--- src/rtl/ram_arbiter.sv ---
// Round-robin arbiter sequencing a single-port fixed-latency RAM between the CPU MAR/MDR path and a DMA port.
// Define RAM_ARB_CPU_PRIORITY_EN to make the CPU win every tie.
module ram_arbiter #(
  parameter int unsigned ADDR_W  = 9,
  parameter int unsigned DATA_W  = 32,
  parameter int unsigned MEM_LAT = 2
) (
  input  logic              clock,
  input  logic              reset,
  input  logic              cpu_req,
  input  logic              cpu_we,
  input  logic [ADDR_W-1:0] cpu_addr,
  input  logic [DATA_W-1:0] cpu_wdata,
  output logic [DATA_W-1:0] cpu_rdata,
  output logic              cpu_done,
  input  logic              dma_req,
  input  logic              dma_we,
  input  logic [ADDR_W-1:0] dma_addr,
  input  logic [DATA_W-1:0] dma_wdata,
  output logic [DATA_W-1:0] dma_rdata,
  output logic              dma_done,
  output logic              ram_read,
  output logic              ram_write,
  output logic [ADDR_W-1:0] ram_addr,
  output logic [DATA_W-1:0] ram_wdata,
  input  logic [DATA_W-1:0] ram_rdata,
  output logic              busy,
  output logic              grant_dma
);

  localparam int unsigned CNT_W = 4;
  localparam logic [CNT_W-1:0] LAST_CNT = CNT_W'(MEM_LAT - 1);

  localparam logic [1:0] S_IDLE   = 2'd0;
  localparam logic [1:0] S_ACCESS = 2'd1;
  localparam logic [1:0] S_DONE   = 2'd2;

  logic [1:0]        r_state,     w_state_nxt;
  logic [CNT_W-1:0]  r_cnt,       w_cnt_nxt;
  logic              r_read,      w_read_nxt;
  logic              r_write,     w_write_nxt;
  logic [ADDR_W-1:0] r_addr,      w_addr_nxt;
  logic [DATA_W-1:0] r_wdata,     w_wdata_nxt;
  logic [DATA_W-1:0] r_cpu_rdata, w_cpu_rdata_nxt;
  logic [DATA_W-1:0] r_dma_rdata, w_dma_rdata_nxt;
  logic              r_cpu_done,  w_cpu_done_nxt;
  logic              r_dma_done,  w_dma_done_nxt;
  logic              r_busy,      w_busy_nxt;
  logic              r_grant_dma, w_grant_dma_nxt;
  logic              r_last_dma,  w_last_dma_nxt;
  logic              w_pick_dma;

  // Tie-break: DMA only when the CPU is idle, or (round-robin) when the CPU was served last.
  always_comb begin
`ifdef RAM_ARB_CPU_PRIORITY_EN
    w_pick_dma = dma_req & ~cpu_req;
`else
    w_pick_dma = dma_req & (~cpu_req | ~r_last_dma);
`endif
  end

  always_comb begin
    w_state_nxt     = r_state;
    w_cnt_nxt       = r_cnt;
    w_read_nxt      = r_read;
    w_write_nxt     = r_write;
    w_addr_nxt      = r_addr;
    w_wdata_nxt     = r_wdata;
    w_cpu_rdata_nxt = r_cpu_rdata;
    w_dma_rdata_nxt = r_dma_rdata;
    w_cpu_done_nxt  = 1'b0;
    w_dma_done_nxt  = 1'b0;
    w_busy_nxt      = r_busy;
    w_grant_dma_nxt = r_grant_dma;
    w_last_dma_nxt  = r_last_dma;
    case (r_state)
      S_IDLE: begin
        if (cpu_req || dma_req) begin
          w_grant_dma_nxt = w_pick_dma;
          w_addr_nxt      = w_pick_dma ? dma_addr  : cpu_addr;
          w_wdata_nxt     = w_pick_dma ? dma_wdata : cpu_wdata;
          w_write_nxt     = w_pick_dma ? dma_we    : cpu_we;
          w_read_nxt      = ~(w_pick_dma ? dma_we  : cpu_we);
          w_busy_nxt      = 1'b1;
          w_cnt_nxt       = '0;
          w_state_nxt     = S_ACCESS;
        end
      end
      S_ACCESS: begin
        if (r_cnt == LAST_CNT) begin
          if (r_read) begin
            if (r_grant_dma) w_dma_rdata_nxt = ram_rdata;
            else             w_cpu_rdata_nxt = ram_rdata;
          end
          w_read_nxt     = 1'b0;
          w_write_nxt    = 1'b0;
          w_busy_nxt     = 1'b0;
          w_cpu_done_nxt = ~r_grant_dma;
          w_dma_done_nxt = r_grant_dma;
          w_last_dma_nxt = r_grant_dma;
          w_state_nxt    = S_DONE;
        end else begin
          w_cnt_nxt = r_cnt + CNT_W'(1);
        end
      end
      S_DONE:  w_state_nxt = S_IDLE;
      default: w_state_nxt = S_IDLE;
    endcase
  end

  always_ff @(posedge clock or negedge reset) begin
    if (!reset) begin
      r_state     <= S_IDLE;
      r_cnt       <= '0;
      r_read      <= 1'b0;
      r_write     <= 1'b0;
      r_addr      <= '0;
      r_wdata     <= '0;
      r_cpu_rdata <= '0;
      r_dma_rdata <= '0;
      r_cpu_done  <= 1'b0;
      r_dma_done  <= 1'b0;
      r_busy      <= 1'b0;
      r_grant_dma <= 1'b0;
      r_last_dma  <= 1'b1;
    end else begin
      r_state     <= w_state_nxt;
      r_cnt       <= w_cnt_nxt;
      r_read      <= w_read_nxt;
      r_write     <= w_write_nxt;
      r_addr      <= w_addr_nxt;
      r_wdata     <= w_wdata_nxt;
      r_cpu_rdata <= w_cpu_rdata_nxt;
      r_dma_rdata <= w_dma_rdata_nxt;
      r_cpu_done  <= w_cpu_done_nxt;
      r_dma_done  <= w_dma_done_nxt;
      r_busy      <= w_busy_nxt;
      r_grant_dma <= w_grant_dma_nxt;
      r_last_dma  <= w_last_dma_nxt;
    end
  end

  assign ram_read  = r_read;
  assign ram_write = r_write;
  assign ram_addr  = r_addr;
  assign ram_wdata = r_wdata;
  assign cpu_rdata = r_cpu_rdata;
  assign dma_rdata = r_dma_rdata;
  assign cpu_done  = r_cpu_done;
  assign dma_done  = r_dma_done;
  assign busy      = r_busy;
  assign grant_dma = r_grant_dma;

endmodule

--- config.mk ---
export PLATFORM = sky130hd
export DESIGN_NAME = ram_arbiter
export DESIGN_NICKNAME = d
export VERILOG_FILES = /design/src/rtl/ram_arbiter.sv
export SDC_FILE = /design/constraint.sdc
export NUM_CORES = 1
export LEC_CHECK = 0
export CAP_MARGIN = 20
export CORE_ASPECT_RATIO = 0.9
export CORE_MARGIN = 5
export CORE_UTILIZATION = 40
export DETAILED_ROUTE_END_ITERATION = 16
export PLACE_DENSITY = 0.77
export SLEW_MARGIN = 15
export SYNTH_ARGS = -nofsm -noshare
export SYNTH_HDL_FRONTEND = slang
export SYNTH_SLANG_ARGS = --single-unit
--- constraint.sdc ---
create_clock -name clock -period 3.6 [get_ports clock]
set_input_delay 0.72 -clock clock [delete_from_list [all_inputs] [get_ports clock]]
set_output_delay 0.72 -clock clock [all_outputs]
set_load 0.01 [all_outputs]
-- Yosys cells after proc, flatten, opt, wreduce, memory -nomap -nowiden
Cells that the tools add are included.
- register bits after elaboration: 118
- bits of input ports: 120
- output and inout bits: 111
- word-level logic and storage cells: 55
- add/subtract/negate cells: 1
- equal/unequal tests: 5
- mux-type cells: 20
- bitwise gates (word level): 6
- reduce and logical (&&, ||, !) cells: 10
- operators with widths (operator ; count):
    $mux W32 ; 1
    $mux W1 ; 9
    $mux W9 ; 1
    $mux W4 ; 2
    $pmux W4 S2 ; 1
    $reduce_and A4 Y1 ; 2
    $ne A2 B2 Y1 const B ; 3
    $pmux W1 S2 ; 3
    $reduce_and A2 Y1 ; 3
    $reduce_and A3 Y1 ; 2
    $add A4 B1 Y4 const B ; 1
    $eq A4 B1 Y1 const B ; 1
    $mux W2 ; 2
    $not A1 Y1 ; 4
    $pmux W2 S2 ; 1
    $eq A2 B1 Y1 const B ; 1
    $logic_not A2 Y1 ; 1
    $reduce_bool A2 Y1 ; 1
    $and A1 B1 Y1 ; 1
    $logic_or A1 B1 Y1 ; 1
    $or A1 B1 Y1 ; 1

-- Depth between registers and ports, before layout
- depth in word-level cells: 7
- mapped depth: 7

-- Least setup slack after synthesis
OpenSTA, ideal clock, no wires.
- kind: input to register
- start point: in dma_req
- end point: reg r_wdata[3] (netlist: ram_wdata[3])
- setup time: 0.125 ns
- data arrival time: 1.800 ns
- data required time: 3.475 ns
- path slack: 1.676 ns
- stages on the path: 4
- buffers on the path: 1
- cells stage by stage: a21boi_2 buf_2 mux2_2 mux2_2
- cells in the longest elaborated chain, start to end: 2
- ends and longest elaborated chain (element ; RTL line ; source):
    start, declared ; 16 ; input logic dma_req,
    $and A1 B1 Y1 / $logic_or A1 B1 Y1 (equally long branches) ; 58, 78 ;
    $mux W32 / $reduce_and A2 Y1 (equally long branches) ; n/a ;
    end signal, assigned ; 132 ; r_wdata <= w_wdata_nxt;
    end, declared ; 43 ; logic [DATA_W-1:0] r_wdata, w_wdata_nxt;
Parallel ways exist; a longest one is shown, timed or not.
A chain may end at the register's enable or synchronous reset.

-- Worst setup path in the final report
- start point: reg r_cnt[1]
- end point: reg r_dma_rdata[25] (netlist: dma_rdata[25])
- cells in the longest elaborated chain, start to end: 2
- ends and longest elaborated chain (element ; RTL line ; source):
    start, declared ; 39 ; logic [CNT_W-1:0] r_cnt, w_cnt_nxt;
    start signal, assigned ; 128 ; r_cnt <= w_cnt_nxt;
    $eq A4 B1 Y1 ; 90 ; if (r_cnt == LAST_CNT) begin
    $reduce_and A4 Y1 (no line) ; n/a ;
    end signal, assigned ; 134 ; r_dma_rdata <= w_dma_rdata_nxt;
    end, declared ; 45 ; logic [DATA_W-1:0] r_dma_rdata, w_dma_rdata_nxt;
Every way passes these cells.

==> run_results.csv <==
group,metric,value,unit
clock_network,cts-htree-levels,4,
global_route,antenna_found_initial,0,
sta,holdWs,391.0,ps
clock_network,path_clk_slew,50,ps
place,dp_hpwl,10.19,mm
synth,syn_inst,319,
final_layout,n_antenna_cell,0,
sta,rsz0062_at_grt,"no",
power,p_total,7.216,mW
routing,vias_per_cell,4.865,
sta,min_period_over_period,68.35,%
synth,synth_flop_cell,"dfrtp_1",
global_route,grt_start_max_net_pins,63,
critical_path,slowest_delay,730,ps
routing,post_drt_wl_per_cell,18.89,um
critical_path,slowest_stage,"and4_2",
final_layout,area.growth.synth_to_final,58.42,%
sta,period_needed,2460,ps
clock_network,cts_setup_buffers,0,
floorplan,dieArea,15310,um2
sta,skew,12.82,ps
power,p_leak,3.458,nW
power,vdd_drop_max,481.8,uV
global_route,grtUsageTotal,18.62,%
floorplan,die_x,129.9,um
worst_hold_path,hold_class,"input pin to async pin",
critical_path,r2r_end,"dma_rdata[25]",
critical_path,r2r_cells,6,
routing,antenna_left,0,
critical_path,crit_family,"simple AND/OR/NAND/NOR gates",
clock_network,clk_latency,410,ps
sta,slew_violations,0,
status,status,"finished, final reports clean",
global_route,grt_overflow,0,
floorplan,rows,39,
job,drv_cap,0,
sta,setup_violations,0,
synth,yosysWarnings,0,
critical_path,cp-start-kind,"flop",
synth,syn_nets,441,
synth,synth_area,5172,um2
final_layout,final_common_cell,"clkdlybuf4s50_1",
place,gp_congestion,0.7533,
clock_network,ctsResizeCount,0,
synth,syn_avg_cell_area,16.21,um2
place,port-buffer-count,230,
critical_path,path_cells,"inv_1 > ha_1 > nor3b_4 > and4_2 > buf_4 > mux2_4",
clock_network,cts-root-buf,"clkbuf_16",
clock_network,cts_tree,"yes",
place,place_ws,927.0,ps
final_layout,mostFrequentLayoutCells,"229 x clkdlybuf4s50_1, 117 x dfrtp_1, 115 x mux2_2",
critical_path,end_kind,"flop",
clock_network,holdBufCountCts,0,
synth,yosysUniqueCellTypes,32,
routing,drt_wl_total,13.89,mm
clock_network,clockBufferDepth,2,
critical_path,criticalPathCategory,"flop to flop",
critical_path,worst-path-max-fanout,19,
routing,vias,3576,
critical_path,worst_ep_arrival_time,2750,ps
routing,detail_route.iter0.violations,164,
power,p_per_area,880.6,nW/um2
sta,worst_slew_pin_slew,771.7,ps
global_route,grt_pass1_vias,3997,
floorplan,die_y,117.9,um
clock_network,cts.sinks,118,
synth,ys_seq_elements,118,
place,placed_cells,703,
sta,hold_viol,0,
final_layout,final_util,64.59,%
final_layout,nets,680,
synth,synth_edf_count,0,
sta,fmax,406.4,MHz
place,placed_cell_area,7584,um2
sta,setup_ws,1140,ps
critical_path,r2r-start,"r_cnt[1]",
final_layout,layout.cells.non_filler,735,
critical_path,reg2reg_slack,1140,ps
critical_path,crit_required,3890,ps
routing,dr.pass1.iters,4,
final_layout,final_cell_area,8194,um2
floorplan,ios,231,
final_layout,drive_above_1_share,33.27,%
sta,setup_tns,0,ps
clock_network,cts_inserted_buffers,17,
global_route,grt_pass1_wl,21.82,mm
sta,slew_headroom,48.55,%
critical_path,path_buf_inv,2,
floorplan,coreArea,12690,um2
routing,post-route-drc-count,0,
synth,ys_async_sr_fraction,100.0,%
synth,yosysSeqAreaShare,57.11,%
floorplan,initial_core_util,40.77,%
==> worst max path at each step <==
stage / startpoint / end / slack (ps) / cells after the start
6_report: r_cnt[1] / dma_rdata[25] / 1140 / 6
5_1_grt: r_cnt[1] / dma_rdata[25] / 990 / 6
4_1_cts: r_cnt[1] / dma_rdata[25] / 1110 / 6
3_5_place_dp: dma_req / ram_wdata[4] / 930 / 5
3_3_place_gp: dma_req / ram_wdata[20] / 1000 / 5
2_1_floorplan: dma_req / ram_wdata[3] / 1680 / 4
==> worst reg2reg max path: stages, from the launching register on <==
cell	delay (ps)
dfrtp_1	400
inv_1	70
ha_1	140
nor3b_4	340
and4_2	730
buf_4	330
mux2_4	320
==> cells in the mapped netlist (all sizes together), types with 2 or more instances <==
cell | count | area share, %
o22ai | 3 | 0.36
a21o | 2 | 0.29
nor2 | 4 | 0.44
inv | 3 | 0.22
mux2 | 147 | 34
o221ai | 2 | 0.34
buf | 16 | 3.1
nand2 | 2 | 0.15
dfrtp | 117 | 57
o21ai | 4 | 0.39
nand2b | 3 | 0.36
ha | 2 | 0.48
==> layer usage <==
layer / global-route usage, % / wire [um]
met5: 0 / 0
met1: 21.39 / 5407
met2: 31.57 / 7211
met4: 7.987 / 368
met3: 5.944 / 898
==> registers in the layout (all words and copies together) (netlist names) <==
register and count:
ram_wdata 32, r_last_dma 1, ram_write 1, ram_addr 9
dma_done 1, r_cnt 4, cpu_done 1, busy 1
cpu_rdata 32, r_state 2, dma_rdata 32, ram_read 1
grant_dma 1
==> area by class of cell <==
cell class	instances	area (um2)
Clock buffer	23	488.0
Clock inverter	9	122.6
Fill cell	970	4493
Inverter	3	11.26
Multi-Input combinational cell	182	2056
Sequential cell	118	2954
Tap cell	164	205.2
Timing Repair Buffer	236	2357
==> logic make-up after synthesis <==
group	synth area share (%)
muxes	34.37
DFF	57.11
AOI/OAI and AO/OA	1.935
buffers and inverters	3.314
adders and majority gates	0.4837
and+or+nand+nor	2.613
xor gates and xnor gates	0.1694
==> power by group <==
group          switching [mW]  internal (mW)  leakage (nW)
registers               0.383           1.99          1.42
clock network           0.573           1.15         0.303
logic                    1.15           1.97          1.73
Power figures use the tool's default switching activity.
